File: config.mk
export PLATFORM = sky130hd
export DESIGN_NAME = lat_table_loader_flat
export DESIGN_NICKNAME = d
export VERILOG_FILES = /design/src/rtl/lat_table_loader_if.sv /design/src/rtl/lat_table_loader.sv /design/src/flat_wrapper.sv
export SDC_FILE = /design/constraint.sdc
export NUM_CORES = 1
export LEC_CHECK = 0
export CORE_MARGIN = 2
export CORE_UTILIZATION = 47
export CTS_CLUSTER_DIAMETER = 120
export DETAILED_ROUTE_END_ITERATION = 8
export PLACE_DENSITY_LB_ADDON = 0.3
export SLEW_MARGIN = 20
export SYNTH_ARGS = -nofsm -noshare
export SYNTH_HDL_FRONTEND = slang
export SYNTH_SLANG_ARGS = --single-unit
File: constraint.sdc
create_clock -name clk -period 2 [get_ports clk]
set_input_delay 0.3 -clock clk [delete_from_list [all_inputs] [get_ports clk]]
set_output_delay 0.3 -clock clk [all_outputs]
set_load 0.05 [all_outputs]
File: src/rtl/lat_table_loader_if.sv
// Host-side bundle for the LAT jump-table loader: load request, table contents,
// SIPO handshake and the loader's serial/status outputs.
interface lat_table_loader_if #(
  parameter int JW = 5
);
  logic          start;
  logic [JW-1:0] jump1;
  logic [JW-1:0] jump2;
  logic [JW-1:0] jump3;
  logic [JW-1:0] jump4;
  logic [JW-1:0] jump5;
  logic          clk_sel_i;
  logic          out_sel_i;
  logic          finished;
  logic          ser_out;
  logic          ser_en;
  logic          fsm_hold;
  logic          busy;
  logic          done;
  logic          error;
  logic [1:0]    retry_cnt;

  modport master (
    output start, jump1, jump2, jump3, jump4, jump5, clk_sel_i, out_sel_i, finished,
    input  ser_out, ser_en, fsm_hold, busy, done, error, retry_cnt
  );

  modport slave (
    input  start, jump1, jump2, jump3, jump4, jump5, clk_sel_i, out_sel_i, finished,
    output ser_out, ser_en, fsm_hold, busy, done, error, retry_cnt
  );
endinterface

File: src/rtl/lat_table_loader.sv
// Programs the LAT table FSM jump table: captures one frame on start, shifts it MSB-first
// to the SIPO config register and waits for its finished flag, resending on timeout.
module lat_table_loader #(
  parameter int JW          = 5,
  parameter int FRAME_W     = 2 + 5 * JW,
  parameter int ACK_TIMEOUT = 31,
  parameter int MAX_RETRY   = 2
) (
  input logic               clk,
  input logic               rst,
  lat_table_loader_if.slave bus
);
  localparam int CNT_W = $clog2(FRAME_W);
  localparam int TMR_W = $clog2(ACK_TIMEOUT + 1);
  localparam logic [CNT_W-1:0] CNT_TOP = CNT_W'(FRAME_W - 1);
  localparam logic [CNT_W-1:0] CNT_ONE = CNT_W'(1);
  localparam logic [TMR_W-1:0] TMR_TOP = TMR_W'(ACK_TIMEOUT);
  localparam logic [TMR_W-1:0] TMR_ONE = TMR_W'(1);
  localparam logic [1:0]       MAX_R   = 2'(MAX_RETRY);

  typedef enum logic [2:0] {
    S_IDLE,
    S_LOAD,
    S_SHIFT,
    S_WAIT_ACK,
    S_DONE
  } state_t;

  state_t             state_q;
  logic [FRAME_W-1:0] frame_q;
  logic [FRAME_W-1:0] frame_d;
  logic [CNT_W-1:0]   cnt_q;
  logic [TMR_W-1:0]   tmr_q;
  logic [1:0]         retry_q;
  logic               ser_out_q;
  logic               ser_en_q;
  logic               hold_q;
  logic               busy_q;
  logic               done_q;
  logic               err_q;

  // Frame order on the wire: out_sel first, jump5[0] last.
  assign frame_d = {bus.out_sel_i, bus.clk_sel_i,
                    bus.jump1, bus.jump2, bus.jump3, bus.jump4, bus.jump5};

  always_ff @(posedge clk) begin
    if (rst) begin
      state_q   <= S_IDLE;
      frame_q   <= '0;
      cnt_q     <= '0;
      tmr_q     <= '0;
      retry_q   <= '0;
      ser_out_q <= 1'b0;
      ser_en_q  <= 1'b0;
      hold_q    <= 1'b1;
      busy_q    <= 1'b0;
      done_q    <= 1'b0;
      err_q     <= 1'b0;
    end else begin
      done_q <= 1'b0;
      case (state_q)
        S_IDLE: begin
          if (bus.start) begin
            frame_q <= frame_d;
            retry_q <= '0;
            err_q   <= 1'b0;
            hold_q  <= 1'b1;
            busy_q  <= 1'b1;
            state_q <= S_LOAD;
          end
        end
        S_LOAD: begin
          hold_q    <= 1'b1;
          cnt_q     <= CNT_TOP;
          ser_en_q  <= 1'b1;
          ser_out_q <= frame_q[CNT_TOP];
          state_q   <= S_SHIFT;
        end
        S_SHIFT: begin
          // cnt_q indexes the bit currently on ser_out; the next one is preloaded here.
          if (cnt_q == '0) begin
            ser_en_q  <= 1'b0;
            ser_out_q <= 1'b0;
            tmr_q     <= '0;
            state_q   <= S_WAIT_ACK;
          end else begin
            cnt_q     <= cnt_q - CNT_ONE;
            ser_out_q <= frame_q[cnt_q - CNT_ONE];
          end
        end
        S_WAIT_ACK: begin
          // finished takes priority over a timeout landing in the same cycle.
          if (bus.finished) begin
            done_q  <= 1'b1;
            hold_q  <= 1'b0;
            busy_q  <= 1'b0;
            state_q <= S_DONE;
          end else if (tmr_q == TMR_TOP) begin
            if (retry_q < MAX_R) begin
              retry_q <= retry_q + 2'd1;
              state_q <= S_LOAD;
            end else begin
              err_q   <= 1'b1;
              busy_q  <= 1'b0;
              state_q <= S_IDLE;
            end
          end else begin
            tmr_q <= tmr_q + TMR_ONE;
          end
        end
        S_DONE: begin
          state_q <= S_IDLE;
        end
        default: begin
          state_q <= S_IDLE;
        end
      endcase
    end
  end

  assign bus.ser_out   = ser_out_q;
  assign bus.ser_en    = ser_en_q;
  assign bus.fsm_hold  = hold_q;
  assign bus.busy      = busy_q;
  assign bus.done      = done_q;
  assign bus.error     = err_q;
  assign bus.retry_cnt = retry_q;
endmodule
File: src/flat_wrapper.sv
// flat-port wrapper written by rule: the top's interface ports become plain ports
module lat_table_loader_flat 
#(
  parameter int JW          = 5,
  parameter int FRAME_W     = 2 + 5 * JW,
  parameter int ACK_TIMEOUT = 31,
  parameter int MAX_RETRY   = 2
)
  (clk, rst, bus_start, bus_jump1, bus_jump2, bus_jump3, bus_jump4, bus_jump5, bus_clk_sel_i, bus_out_sel_i, bus_finished, bus_ser_out, bus_ser_en, bus_fsm_hold, bus_busy, bus_done, bus_error, bus_retry_cnt);
  lat_table_loader_if #(.JW(JW)) bus_i ();
  input logic clk;
  input logic rst;
  input wire logic [$bits(bus_i.start)-1:0] bus_start;
  input wire logic [$bits(bus_i.jump1)-1:0] bus_jump1;
  input wire logic [$bits(bus_i.jump2)-1:0] bus_jump2;
  input wire logic [$bits(bus_i.jump3)-1:0] bus_jump3;
  input wire logic [$bits(bus_i.jump4)-1:0] bus_jump4;
  input wire logic [$bits(bus_i.jump5)-1:0] bus_jump5;
  input wire logic [$bits(bus_i.clk_sel_i)-1:0] bus_clk_sel_i;
  input wire logic [$bits(bus_i.out_sel_i)-1:0] bus_out_sel_i;
  input wire logic [$bits(bus_i.finished)-1:0] bus_finished;
  output wire logic [$bits(bus_i.ser_out)-1:0] bus_ser_out;
  output wire logic [$bits(bus_i.ser_en)-1:0] bus_ser_en;
  output wire logic [$bits(bus_i.fsm_hold)-1:0] bus_fsm_hold;
  output wire logic [$bits(bus_i.busy)-1:0] bus_busy;
  output wire logic [$bits(bus_i.done)-1:0] bus_done;
  output wire logic [$bits(bus_i.error)-1:0] bus_error;
  output wire logic [$bits(bus_i.retry_cnt)-1:0] bus_retry_cnt;
  assign bus_i.start = bus_start;
  assign bus_i.jump1 = bus_jump1;
  assign bus_i.jump2 = bus_jump2;
  assign bus_i.jump3 = bus_jump3;
  assign bus_i.jump4 = bus_jump4;
  assign bus_i.jump5 = bus_jump5;
  assign bus_i.clk_sel_i = bus_clk_sel_i;
  assign bus_i.out_sel_i = bus_out_sel_i;
  assign bus_i.finished = bus_finished;
  assign bus_ser_out = bus_i.ser_out;
  assign bus_ser_en = bus_i.ser_en;
  assign bus_fsm_hold = bus_i.fsm_hold;
  assign bus_busy = bus_i.busy;
  assign bus_done = bus_i.done;
  assign bus_error = bus_i.error;
  assign bus_retry_cnt = bus_i.retry_cnt;
  lat_table_loader #(.JW(JW), .FRAME_W(FRAME_W), .ACK_TIMEOUT(ACK_TIMEOUT), .MAX_RETRY(MAX_RETRY)) u_core (.clk(clk), .rst(rst), .bus(bus_i));
endmodule
; ---- Yosys cells after proc, flatten, opt, wreduce, memory -nomap -nowiden
; Cells that the tools add are included.
[totals]
wordCells = 84
ff_bits = 48
in_bits = 31
[op_classes]
n_reduce_logical = 16
muxes = 36
eq_ne = 15
addsub = 3
magnitude_cmp = 2
bitwise_logic = 1
[op_table]
columns = operator, n
row1 = $mux 5, 4
row2 = $pmux 5 s2, 2
row3 = $mux 1, 14
row4 = $mux 3, 4
row5 = $ne 2x2->1 const B, 6
row6 = $pmux 3 s4, 1
row7 = $reduce_and 5->1, 2
row8 = $mux 2, 4
row9 = $pmux 1 s2, 4
row10 = $reduce_and 4->1, 2
row11 = $eq 3x2->1 const B, 2
row12 = $lt 5x6->1 const B, 1
row13 = $ne 2x1->1 const B, 3
row14 = $reduce_and 2->1, 3
row15 = $reduce_and 3->1, 2
row16 = $reduce_bool 2->1, 3
row17 = $add 5x1->5 const B, 1
row18 = $bmux 1 s5, 1
row19 = $eq 5x5->1 const B, 1
row20 = $logic_not 5->1, 1
row21 = $sub 5x1->5 const B, 1
row22 = $pmux 2 s2, 1
row23 = $eq 3x1->1 const B, 1
row24 = $logic_not 3->1, 1
row25 = other kinds (8), 8

; ---- Longest topological paths before layout
; Gate-level depths: netlist of run 1.
[logic_depth]
word_depth = 5
ltp_mapped = 9

; ---- Least setup slack after synthesis of run 1
; No wires, ideal clock.
[synth_timing]
path_kind = register to register
start = register u_core.cnt_q[0]
end = register u_core.ser_out_q, in the netlist u_core.bus.ser_out
period_less_slack_ns = 2.038
path_stages_with_launch = 10
setup_slack_ns = -0.038
arrival_time_ns = 1.902
path_cell_list = dfxtp_1 buf_4 inv_1 ha_1 clkbuf_2 mux2_2 nand2_1 a311oi_1 a2111oi_0 a311oi_1
[synth_via]
elab_chain_len = 5
elab_cells_between_ends = 6
cone_classes = add/sub (1) / mux (4) / reduce/logical (1)
[synth_rtl]
columns = element, line
row1 = from (decl), lat_table_loader.sv:32  ; logic [CNT_W-1:0] cnt_q;
row2 = from (signal assigned), lat_table_loader.sv:87  ; cnt_q <= cnt_q - CNT_ONE;
row3 = $sub 5x1->5, lat_table_loader.sv:88  ; ser_out_q <= frame_q[cnt_q - CNT_ONE];
row4 = $bmux 1 s5, lat_table_loader.sv:88
row5 = $mux 1 (implied by the code), lat_table_loader.sv:88
row6 = $mux 1 *, lat_table_loader.sv:81  ; if (cnt_q == '0) begin
row7 = $pmux 1 s2 *, lat_table_loader.sv:61  ; case (state_q)
row8 = to (signal assigned), lat_table_loader.sv:76  ; ser_out_q <= frame_q[CNT_TOP];
row9 = to (signal assigned), lat_table_loader.sv:88
row10 = to (decl), lat_table_loader.sv:35  ; logic ser_out_q;
; Every way passes the cells marked *; elsewhere a longest branch is shown, timed or not. The select of a mux whose other input is x is not followed.
; A chain may end at the register's enable or synchronous reset.

; ---- Final worst setup path of run 1
; Same ends and word-level chain as after synthesis.

==> results of run 1 <==
[registers in the layout, indices dropped and copies added (netlist names), 2 cells and up]
signal	cells
u_core.cnt_q	5
u_core.state_q	3
u_core.bus.retry_cnt	2
u_core.frame_q	27
u_core.tmr_q	5
[cell usage after synthesis, types with 2 or more instances]
cell and instances:
nand2_1 58, dfxtp_1 48, a21oi_1 32, nor2_1 21, clkbuf_1 12, nand3_1 7, mux4_2 6, nor3_1 5
o21ai_0 5, a311oi_1 4, inv_1 4, nand2b_1 4, buf_2 3, ha_1 3, mux2i_1 3, xnor2_1 3
xor2_1 3, a22oi_1 2, and3_1 2, mux2_2 2, nand3b_1 2, nand4b_1 2, o211ai_1 2
[area by class of cell]
cell class	instances	area [µm²]	share of cell area [%]
Multi-Input combinational cell	185	1140	41.2
Clock buffer	8	90.1	3.24
Timing Repair Buffer	54	500	18.0
Inverter	4	15.0	0.541
Sequential cell	48	961	34.6
Tap cell	52	65.1	2.34
[path summary, 6_finish.rpt]
path | start | end | slack, ns | cells after the start
min reg2reg | u_core.frame_q[14] | u_core.frame_q[14] | 0.46 | 2
max reg2reg | u_core.cnt_q[0] | u_core.bus.ser_out | 0.08 | 7
min | u_core.frame_q[14] | u_core.frame_q[14] | 0.46 | 2
max | u_core.cnt_q[0] | u_core.bus.ser_out | 0.08 | 7
[metal layers]
metal  share of wire [%]  up-vias  track usage, %
li1                    -      967               -
met1                  47      907            26.4
met2                  47       39            33.4
met3                 5.0        6            5.49
met4                0.87        0            4.40
met5                   0        -               0
[metrics by stage]
step / worst slack, ns / cells / power, mW
6_report: 0.0830 / 351 / 2.18
5_1_grt: 0.00975 / 351 / 2.31
4_1_cts: 0.0970 / 351 / 2.18
3_5_place_dp: 0.0467 / 343 / 1.60
3_3_place_gp: 0.0770 / 343 / 1.59
2_1_floorplan: 0.0157 / 254 / 1.41
[worst max-delay path, delay by kind of cell (launching register included)]
| family | cells | cell delay (ns) |
|---|---|---|
| AOI/OAI and AO/OA | 3 | 0.77 |
| adders and majority gates | 1 | 0.36 |
| DFF | 1 | 0.33 |
| muxes | 1 | 0.24 |
| buffers and inverters | 1 | 0.07 |
| and+or+nand+nor | 1 | 0.05 |
[power by group]
group | total, mW | internal, mW | switching (mW)
clock | 0.586 | 0.282 | 0.304
combinational | 0.521 | 0.253 | 0.268
sequential | 1.08 | 1.02 | 0.0527
[cells by family (layout without fill, tap and decap cells)]
logic type	after synthesis	count (layout)	synth area share [%]
DFF	48	48	44.4
muxes	11	11	8.67
adders and majority gates	3	3	1.73
and+or+nand+nor	112	112	24.2
AOI/OAI and AO/OA	53	53	14.6
xor gates and xnor gates	6	6	2.43
buffers and inverters	21	66	4.04
==> impl_metrics.json, run 1 <==
{
  "cts_made_buffers": 5,
  "hold_class": "flip-flop to flip-flop",
  "worst_setup_path_start_kind": "flip-flop",
  "p_leak_nw": 1.06,
  "h-tree-depth": 2,
  "synth_area_um2": 2170,
  "cp_common_cell": "a311oi_1",
  "port_buffers": 38,
  "layout_common_cells": "nand2_1, dfxtp_1, clkdlybuf4s50_1",
  "wirelength_mm": 4.72,
  "fmax_ghz": 0.522,
  "whs_ns": 0.457,
  "place_area_um2": 2670,
  "slew_violations": 0,
  "syn-num-nets": 288,
  "antennaDiodeCount": 0,
  "async_reset_ff_share_pct": 0,
  "grt_pass1_wl_mm": 8.21,
  "postCtsSetupBuffers": 0,
  "rsz0062_at_grt": "no",
  "fin_crit_sh_pct": 95.9,
  "place_congestion": 0.821,
  "fin_util_pct": 63.3,
  "grt_pass1_vias": 1861,
  "core_area_um2": 4380,
  "start_util_pct": 49.4,
  "ys_types": 44,
  "fillers": 397,
  "power_density_nw_per_um2": 786,
  "cap_violations": 0,
  "cp.required_ns": 2.20,
  "avgSynthCellArea_um2": 8.53,
  "cts_tree": "built",
  "place.detailed.hpwl_mm": 3.42,
  "cts-root-buf": "clkbuf_8",
  "nets": 332,
  "hold_buffers": 0,
  "cts_resized": 0,
  "setup_tns_ns": 0,
  "critPathMaxFanout": 4,
  "min_period_ns": 1.92,
  "clock_latency_ns": 0.30,
  "antenna_found_initial": 0,
  "vias": 1919,
  "cp-end-kind": "flip-flop",
  "rows": 24,
  "fin_area_um2": 2780,
  "ys_ff_latch": 48,
  "yosysTopAreaCell": "dfxtp_1",
  "crit_chain": "inv_1, ha_1, mux2_2, nand2_1, a311oi_1, a2111oi_2, a311oi_1",
  "drive_gt1_share_pct": 13.0,
  "synthFlopType": "dfxtp_1",
  "slowest_delay_ns": 0.40,
  "synthCells": 254,
  "ios": 39,
  "clkTransAtPathRegs_ns": 0.08,
  "status": "complete, no violations",
  "grt_max_degree": 28,
  "synth_area_leaders": "dfxtp_1, nand2_1, a21oi_1, mux4_2, nor2_1",
  "maxSlewHeadroom_pct": 66.5,
  "synth_enable_flop_cells": 0,
  "dr.pass1.iters": 4,
  "yosysSeqAreaShare_pct": 44.4,
  "drt_iter0_drc": 135,
  "detail-route-antenna-nets": 0,
  "vdd_drop_max_mv": 0.412,
  "chipHeight_um": 71.9,
  "crit_path_top_delay_cell": "a311oi_1",
  "vias_per_cell": 5.47,
  "drc": 0,
  "wl_per_cell_um": 13.5,
  "final_common_cell": "nand2_1",
  "worst_pin_slew_ns": 0.502,
  "cp.arrival_ns": 2.12,
  "critPathKind": "flip-flop to flip-flop",
  "clock-sinks": 48,
  "yosys_warnings": 0,
  "syn_to_final_growth_pct": 28.2,
  "dieArea_um2": 5170,
  "cts.path.max_buffers": 2,
  "finalSetupViolCount": 0,
  "dieWidth_um": 71.9,
  "track_usage_pct": 20.2,
  "synth_top_area_share_pct": 44.4,
  "finalHoldViolCount": 0,
  "grt.overflow.total": 0,
  "fin_skew_ns": 0.00392
}
(Power assumes the default switching activity.)
==> inputs of run 2 (changes only) <==
--- a/config.mk
+++ b/config.mk
@@ -5,8 +5,10 @@
 export SDC_FILE = /design/constraint.sdc
 export NUM_CORES = 1
 export LEC_CHECK = 0
+export CELL_PAD_IN_SITES_DETAIL_PLACEMENT = 1
+export CELL_PAD_IN_SITES_GLOBAL_PLACEMENT = 2
 export CORE_MARGIN = 2
-export CORE_UTILIZATION = 47
+export CORE_UTILIZATION = 28
 export CTS_CLUSTER_DIAMETER = 120
 export DETAILED_ROUTE_END_ITERATION = 8
 export PLACE_DENSITY_LB_ADDON = 0.3
==> run 2 against run 1 <==
Net effect: setup slack better by 0.028 ns; cell area up 3.2%; via count unchanged; critical path type is now flip-flop to output port; total power up 2.6%; largest cell class unchanged; largest power group unchanged.
==> impl_metrics.json, run 2 (synthesis results as in run 1) <==
{
  "drt_iter0_drc": 78,
  "cts_made_buffers": 5,
  "place_congestion": 0.795,
  "grt.overflow.total": 0,
  "use_met1_pct": 20.4,
  "grt_pass1_vias": 1980,
  "dieWidth_um": 92.0,
  "largest_register_ffs": 27,
  "crit_path_top_delay_cell": "clkdlybuf4s50_1",
  "instances_no_fill": 405,
  "cts_tree": "built",
  "fillers": 906,
  "cp-end-kind": "output port",
  "antenna_found_initial": 0,
  "dieArea_um2": 8450,
  "cp.arrival_ns": 1.59,
  "place_inst": 397,
  "vias_per_cell": 4.74,
  "fin_crit_sh_pct": 94.4,
  "p_leak_nw": 1.07,
  "min_period_ns": 1.89,
  "wirelength_mm": 5.78,
  "clkTransAtPathRegs_ns": 0.09,
  "start_util_pct": 28.5,
  "reg_top3": "u_core.frame_q: 27 flops, u_core.cnt_q: 5 flops, u_core.tmr_q: 5 flops",
  "hold_class": "flip-flop to flip-flop",
  "slowest_delay_ns": 0.84,
  "crit_buf_inv": 1,
  "core_area_um2": 7610,
  "critPathMaxFanout": 6,
  "status": "complete, no violations",
  "slew_violations": 0,
  "cts.path.max_buffers": 2,
  "place.detailed.hpwl_mm": 4.22,
  "hold_buffers": 0,
  "final_common_cell": "nand2_1",
  "largest-register": "u_core.frame_q",
  "fmax_ghz": 0.530,
  "wl_per_cell_um": 14.3,
  "cts-root-buf": "clkbuf_8",
  "finalSetupViolCount": 0,
  "cap_violations": 0,
  "crit_chain": "clkdlybuf4s50_1",
  "vdd_drop_max_mv": 0.245,
  "grt_pass1_wl_mm": 9.79,
  "maxSlewHeadroom_pct": 66.4,
  "port_buffers": 38,
  "cp.required_ns": 1.70,
  "ios": 39,
  "detail-route-antenna-nets": 0,
  "syn_to_final_growth_pct": 32.4,
  "vias": 1919,
  "met3_usage_pct": 3.70,
  "clock-sinks": 48,
  "groute.layer.met2.usage_pct": 22.9,
  "fin_skew_ns": 0.00858,
  "rsz0062_at_grt": "no",
  "track_usage_pct": 14.7,
  "power_density_nw_per_um2": 781,
  "drc": 0,
  "layout_common_cells": "nand2_1, dfxtp_1, clkdlybuf4s50_1",
  "h-tree-depth": 2,
  "antennaDiodeCount": 0,
  "setup_tns_ns": 0,
  "grt_max_degree": 28,
  "worst_pin_slew_ns": 0.502,
  "dr.pass1.iters": 4,
  "nets": 336,
  "worst_setup_path_start_kind": "flip-flop",
  "chipHeight_um": 92.0,
  "drive_gt1_share_pct": 14.2,
  "top_usage_layer": "met2",
  "whs_ns": 0.458,
  "clock_latency_ns": 0.31,
  "finalHoldViolCount": 0,
  "critPathKind": "flip-flop to output port",
  "rows": 32,
  "fin_area_um2": 2870,
  "place_area_um2": 2760,
  "crit_family": "buffers and inverters"
}
[run 2: cell types whose count changed in the layout (fill, tap and decap cells not counted), sizes merged]
cell | previous run | this run
clkinvlp | 0 | 1
clkbuf | 8 | 7
buf | 16 | 20
[run 2: cell type report]
type                            count  area [µm²]  area share, %
Multi-Input combinational cell    185        1140           39.7
Timing Repair Buffer               58         531           18.5
Inverter                            4        15.0          0.524
Tap cell                          102         128           4.45
Clock inverter                      1        7.51          0.262
Sequential cell                    48         961           33.5
Clock buffer                        7        86.3           3.01
[run 2: timing repair]
item	4_1_cts	5_1_grt
gates resized for setup	0	3
setup endpoints to repair	0	3
buffers inserted	0	0
[run 2: through the flow]
| step | util, % | worst slack, ns | power [mW] |
|---|---|---|---|
| after floorplan | - | 0.0157 | 1.41 |
| after global placement | 36.3 | 0.116 | 1.62 |
| after detailed placement | 36.3 | 0.0908 | 1.63 |
| after CTS | 37.5 | 0.0879 | 2.26 |
| after global routing | 37.7 | 0.0109 | 2.38 |
| final | 37.7 | 0.111 | 2.24 |
[run 2: worst register-to-register path, stage by stage (launching register included)]
cell and delay, ns:
dfxtp_1 0.34, ha_1 0.21, and3_1 0.19, ha_1 0.24, o2bb2ai_1 0.29, and2_2 0.25
mux2i_1 0.19, nor2_1 0.05
[run 2: power breakdown]
group / internal [mW] / leakage, nW / switching (mW)
logic: 0.261 / 0.637 / 0.281
registers: 1.02 / 0.392 / 0.0561
clock network: 0.282 / 0.0445 / 0.335
[run 2: worst paths after layout]
kind	start	end	slack, ns	cells after the start
setup / recovery	u_core.bus.retry_cnt[1]	bus_retry_cnt[1]	0.11	1
hold / removal	u_core.frame_q[14]	u_core.frame_q[14]	0.46	2
setup reg to reg	u_core.tmr_q[0]	u_core.tmr_q[4]	0.14	7
hold reg to reg	u_core.frame_q[14]	u_core.frame_q[14]	0.46	2
[run 2: metal layers]
layer / vias to the layer above / wire length, µm
met4: 0 / 40
met5: - / 0
met2: 30 / 2630
li1: 969 / -
met3: 4 / 205
met1: 916 / 2900
==> inputs of run 3 (changes only) <==
--- a/config.mk
+++ b/config.mk
@@ -5,6 +5,7 @@
 export SDC_FILE = /design/constraint.sdc
 export NUM_CORES = 1
 export LEC_CHECK = 0
+export ABC_AREA = 0
 export CELL_PAD_IN_SITES_DETAIL_PLACEMENT = 1
 export CELL_PAD_IN_SITES_GLOBAL_PLACEMENT = 2
 export CORE_MARGIN = 2
==> results of run 3 <==
The final DEF is identical to that of run 2; final timing and power are the same.
